[config.mk]
export PLATFORM = sky130hd
export DESIGN_NAME = if_id_reg
export DESIGN_NICKNAME = d
export VERILOG_FILES = /design/src/rtl/if_id_reg.sv
export SDC_FILE = /design/constraint.sdc
export NUM_CORES = 1
export LEC_CHECK = 0
export ABC_AREA = 1
export ABC_CLOCK_PERIOD_IN_PS = 1100
export CORE_UTILIZATION = 37
export DETAILED_ROUTE_END_ITERATION = 10
export PLACE_DENSITY = 0.76
export RECOVER_POWER = 100
export SETUP_SLACK_MARGIN = 0.1
export SLEW_MARGIN = 25
export SYNTH_ARGS = -nofsm -noshare
export SYNTH_HDL_FRONTEND = slang
export SYNTH_SLANG_ARGS = --single-unit
export TNS_END_PERCENT = 10
[constraint.sdc]
create_clock -name clk -period 1.1 [get_ports clk]
set_input_delay 0.22 -clock clk [delete_from_list [all_inputs] [get_ports clk]]
set_output_delay 0.22 -clock clk [all_outputs]
set_load 0.005 [all_outputs]
[src/rtl/if_id_reg.sv]
// IF/ID pipeline register: aligns latched fetch PC/valid with the synchronous ROM word,
// keeps decode stable across stalls with a one-entry instruction hold, and bubbles on flush.
module if_id_reg #(
    parameter logic [31:0] NOP_INST = 32'h0000_0000,
    parameter logic [31:0] RESET_PC = 32'h0000_0000
) (
    input  logic        clk,
    input  logic        rst,
    input  logic        if_ice,
    input  logic [31:0] if_pc,
    input  logic [31:0] if_pc_plus_4,
    input  logic [31:0] inst_i,
    input  logic        stall,
    input  logic        flush,
    output logic        if_stall,
    output logic        id_valid,
    output logic [31:0] id_pc,
    output logic [31:0] id_pc_plus_4,
    output logic [31:0] id_inst
);

    typedef enum logic {
        RUN  = 1'b0,
        HOLD = 1'b1
    } state_t;

    state_t      state_q;
    logic        id_valid_q;
    logic [31:0] id_pc_q;
    logic [31:0] id_pc_plus_4_q;
    logic [31:0] hold_inst_q;

    always_ff @(posedge clk) begin
        if (rst) begin
            state_q        <= RUN;
            id_valid_q     <= 1'b0;
            id_pc_q        <= RESET_PC;
            id_pc_plus_4_q <= RESET_PC + 32'd4;
            hold_inst_q    <= NOP_INST;
        end else if (flush) begin
            // Redirect: kill the decode slot but leave its PC fields alone.
            id_valid_q <= 1'b0;
            state_q    <= RUN;
        end else if (stall) begin
            // Capture the ROM word only on entry; later cycles show stale inst_i.
            if (state_q == RUN) begin
                hold_inst_q <= inst_i;
                state_q     <= HOLD;
            end
        end else begin
            id_valid_q     <= if_ice;
            id_pc_q        <= if_pc;
            id_pc_plus_4_q <= if_pc_plus_4;
            state_q        <= RUN;
        end
    end

    assign if_stall     = stall & ~flush;
    assign id_valid     = id_valid_q;
    assign id_pc        = id_pc_q;
    assign id_pc_plus_4 = id_pc_plus_4_q;

    always_comb begin
        if (!id_valid_q) begin
            id_inst = NOP_INST;
        end else if (state_q == HOLD) begin
            id_inst = hold_inst_q;
        end else begin
            id_inst = inst_i;
        end
    end

endmodule
After elaboration in Yosys (flattened, before gate mapping)
Index checks and enable logic that the tools add are counted.

word-level totals
  input port bits = 101
  logic and storage cells = 14
  output and inout port bits = 98
  register bits = 98

cells by class
  reduce and logical (&&, ||, !) cells = 3
  mux-type cells = 3
  bitwise logic cells = 3

operators with widths
  kind               number
  $mux W32           2
  $reduce_and A2 Y1  2
  $not A1 Y1         2
  $reduce_or A2 Y1   1
  $and A1 B1 Y1      1
  $mux W1            1

Depth between registers and ports, before layout
  depth in word-level cells = 2
  gate-level depth with buffers = 7
  depth with buffers taken out = 5

Worst setup path before layout
No wires, ideal clock.

  path kind = reg2out
  from = register state_q
  to = output id_inst[10]
  buffers on the path = 2
  cell stages (with the launch flop) = 6
  path slack = -0.012 ns
  arrival = 0.892 ns
  required time = 0.880 ns
  cells stage by stage = dfxtp_1 > buf_2 > inv_1 > buf_6 > nand2_1 > a21oi_1

between the ends
  cells in the longest elaborated chain, start to end = 2

ends and longest elaborated chain
  element                 line  source
  start, declared         27    state_t state_q;
  start signal, assigned  35    state_q <= RUN;
  start signal, assigned  43    state_q <= RUN;
  start signal, assigned  48    state_q <= HOLD;
  $mux W32                n/a
  $mux W32                64    if (!id_valid_q) begin
  end, declared           19    output logic [31:0] id_inst

No other way between the ends.

Final worst setup path
  from = register state_q
  to = output id_inst[26]

The elaborated chain is that of the path after synthesis.

==> results.yml <==
sta:
  slew_headroom_pct: 75.0
  worst_slack_ns: -0.493
  rsz0062_at_grt: "true"
  finalSetupTns_ns: -15.86
  fin_crit_ns: 1.59
  drv_slew: 0
  hold_viol: 0
  fmax_mhz: 628
  setup_viol: 67
  post-route-period-util_pct: 145
  worst_pin_slew_ns: 0.375
  fin_skew_ns: 0.00536
grt:
  grt_pass1_vias: 4703
  track_usage_pct: 23.3
  antenna_found_initial: 0
  grt_overflow: 0
  grt_pass1_wl_um: 21500
  grt_max_degree: 62
cts:
  clock-sinks: 98
  cts_root_buf: "clkbuf_16"
  cts_made_buffers: 9
  holdBufCountCts: 0
  clock_latency_ns: 0.34
  cts_buffer_depth: 2
  htree_num_levels: 3
  clkTransAtPathRegs_ns: 0.06
  cts_tree: "built"
setup_path:
  crit_end: "id_inst[26]"
  cp_max_fo: 7
  cp_slowest_stage_delay_ns: 0.37
  critPathKind: "flop to output pin"
  worstPathArrival_ns: 1.37
  crit-reg2reg-capture: "hold_inst_q[2]"
  ff2ff_path_depth: 9
  cpMaxStageDelayCell: "dfxtp_4"
  r2r_start: "state_q"
  cp.required_ns: 0.88
  r2r_slack_ns: -0.16
  startpoint: "state_q"
  start_kind: "flop"
  critPathBufInv: 3
  crit_chain: "buf_12 > buf_8 > nand2_4 > a21oi_2 > buf_2"
  critPathTopFamily: "buffers and inverters"
  cp-end-kind: "output pin"
  crit_cells: 5
route:
  drc_errors: 0
  totalWireLength_um: 13800
  antenna_left: 0
  dr.pass1.iters: 4
  vias_per_cell: 4.72
  initialDrtViolationCount: 175
  wl_per_cell_um: 13.6
  num_vias: 4769
synthesis:
  syn_area_per_cell_um2: 6.68
  ys_seq_area_share_pct: 46.5
  syn_inst: 632
  synth_top_area_share_pct: 46.5
  synth_area_leaders: "dfxtp_1, nor2_1, nand2_1"
  ys_types: 14
  synth.cell_area_um2: 4220
  synth_area_leader_cell: "dfxtp_1"
  synth-seq-cells: 98
  synth_nets: 733
  ys_warn_count: 0
floorplan:
  chipWidth_um: 109
  io_pins: 199
  initial_core_util_pct: 38.4
  rows: 38
  core_area_um2: 11000
  die_y_um: 109
  die_area_um2: 11800
min_path:
  min_path_cells: 2
  min_from: "rst"
  hp-class: "input port to flop"
cells_and_area:
  multiInputGateArea_um2: 2140
  nets: 966
  antenna_cells: 0
  nFillCells: 952
  drive_above_1_share_pct: 28.3
  seq_area_um2: 1970
  area_growth_pct: 70.1
  final_area_um2: 7180
placed_design:
  dp.final_hpwl_um: 9160
  portBuffers: 198
  place_congestion: 0.765
  dpl_cell_area_um2: 6760
power_and_ir_drop:
  p_per_area_nw_per_um2: 1260
  leakagePower_uw: 0.00347
  peakVddDrop_mv: 0.859
outcome:
  outcome: "finished with violations"
  violations: "setup timing"
job:
  max_cap_violations: 0
-- final cells by class --
cell class                 count  share of cell area [%]
multi-input combinational    455                    29.8
inverter                      39                    2.26
sequential                    98                    27.4
clock buffer                  12                    3.57
clock inverter                 4                    1.03
tap                          140                    2.44
timing repair buffer         259                    32.8
timing repair inverter         3                   0.732
-- registers in the layout (all words and copies together) (netlist names) --
signal	cells
id_pc_plus_4	32
state_q	1
id_pc	32
hold_inst_q	32
id_valid	1
-- logic make-up after synthesis --
kind of cell / count (synthesis) / synth area share, %
AO/OA/AOI/OAI: 96 / 11.4
buffers and inverters: 79 / 10.2
flip-flops: 98 / 46.5
AND/OR/NAND/NOR: 359 / 32.0
-- layer usage --
metal / up-vias / global-route usage [%] / part of all wire [%]
li1: 2399 / - / -
met1: 2158 / 25.1 / 38
met2: 178 / 41.6 / 50
met3: 34 / 5.92 / 8.0
met4: 0 / 12.2 / 3.8
met5: - / 0 / 0
-- through the flow --
| step | hold WS [ns] | utilization, % | std cells | setup WS, ns | total power [uW] |
|---|---|---|---|---|---|
| after floorplan | 0.292 | - | 632 | 0.0824 | 4640 |
| after global placement | 0.441 | 61.6 | 983 | -0.573 | 5590 |
| after detailed placement | 0.471 | 61.6 | 983 | -0.592 | 5640 |
| after CTS | 0.283 | 65.5 | 1004 | -0.513 | 9120 |
| after global routing | 0.132 | 65.4 | 1010 | -0.542 | 9480 |
| final | 0.113 | 65.4 | 1010 | -0.493 | 9080 |
-- Yosys cell counts --
library cell	count
a21oi_1	33
dfxtp_1	98
inv_6	1
clkbuf_1	10
o21ai_0	38
nor2_1	191
nor2_2	1
buf_6	12
o21ai_1	25
buf_4	6
nand2_1	166
buf_2	12
inv_1	38
nand3_1	1
-- cells in the final DEF, fill, tap and decap left out, types with 7 or more instances in the layout --
cell type,instances
nor2_1,185
clkbuf_2,9
buf_6,46
o21ai_0,34
o21ai_1,28
clkbuf_1,10
inv_1,35
buf_4,39
buf_12,7
nand2_1,125
nand2_4,15
nand2_2,26
buf_2,35
nor2_2,7
clkbuf_16,9
dlygate4sd2_1,8
clkdlybuf4s50_1,97
dfxtp_1,97
a21oi_2,30
-- power breakdown --
part	total, uW	leakage [uW]	switching (uW)	internal, uW
clock	3440	0.000163	1320	2120
sequential	3930	0.000810	147	3790
combinational	1710	0.00250	758	954
-- worst min-delay path by stage --
stage / to / slack, ns
after floorplan: state_q / 0.29
after global placement: id_pc_plus_4[2] / 0.44
after detailed placement: id_pc_plus_4[2] / 0.47
after CTS: id_valid / 0.28
after global routing: state_q / 0.13
final: state_q / 0.11
-- what timing repair did --
item                                   in CTS  in global routing
buffers inserted                            2                  6
endpoints found under the hold margin       0                  0
pin swaps                                  19                 14
gates cloned                                3                  0
setup endpoints to repair                 195                194
gates resized for setup                   414                118
(Power assumes the default switching activity.)
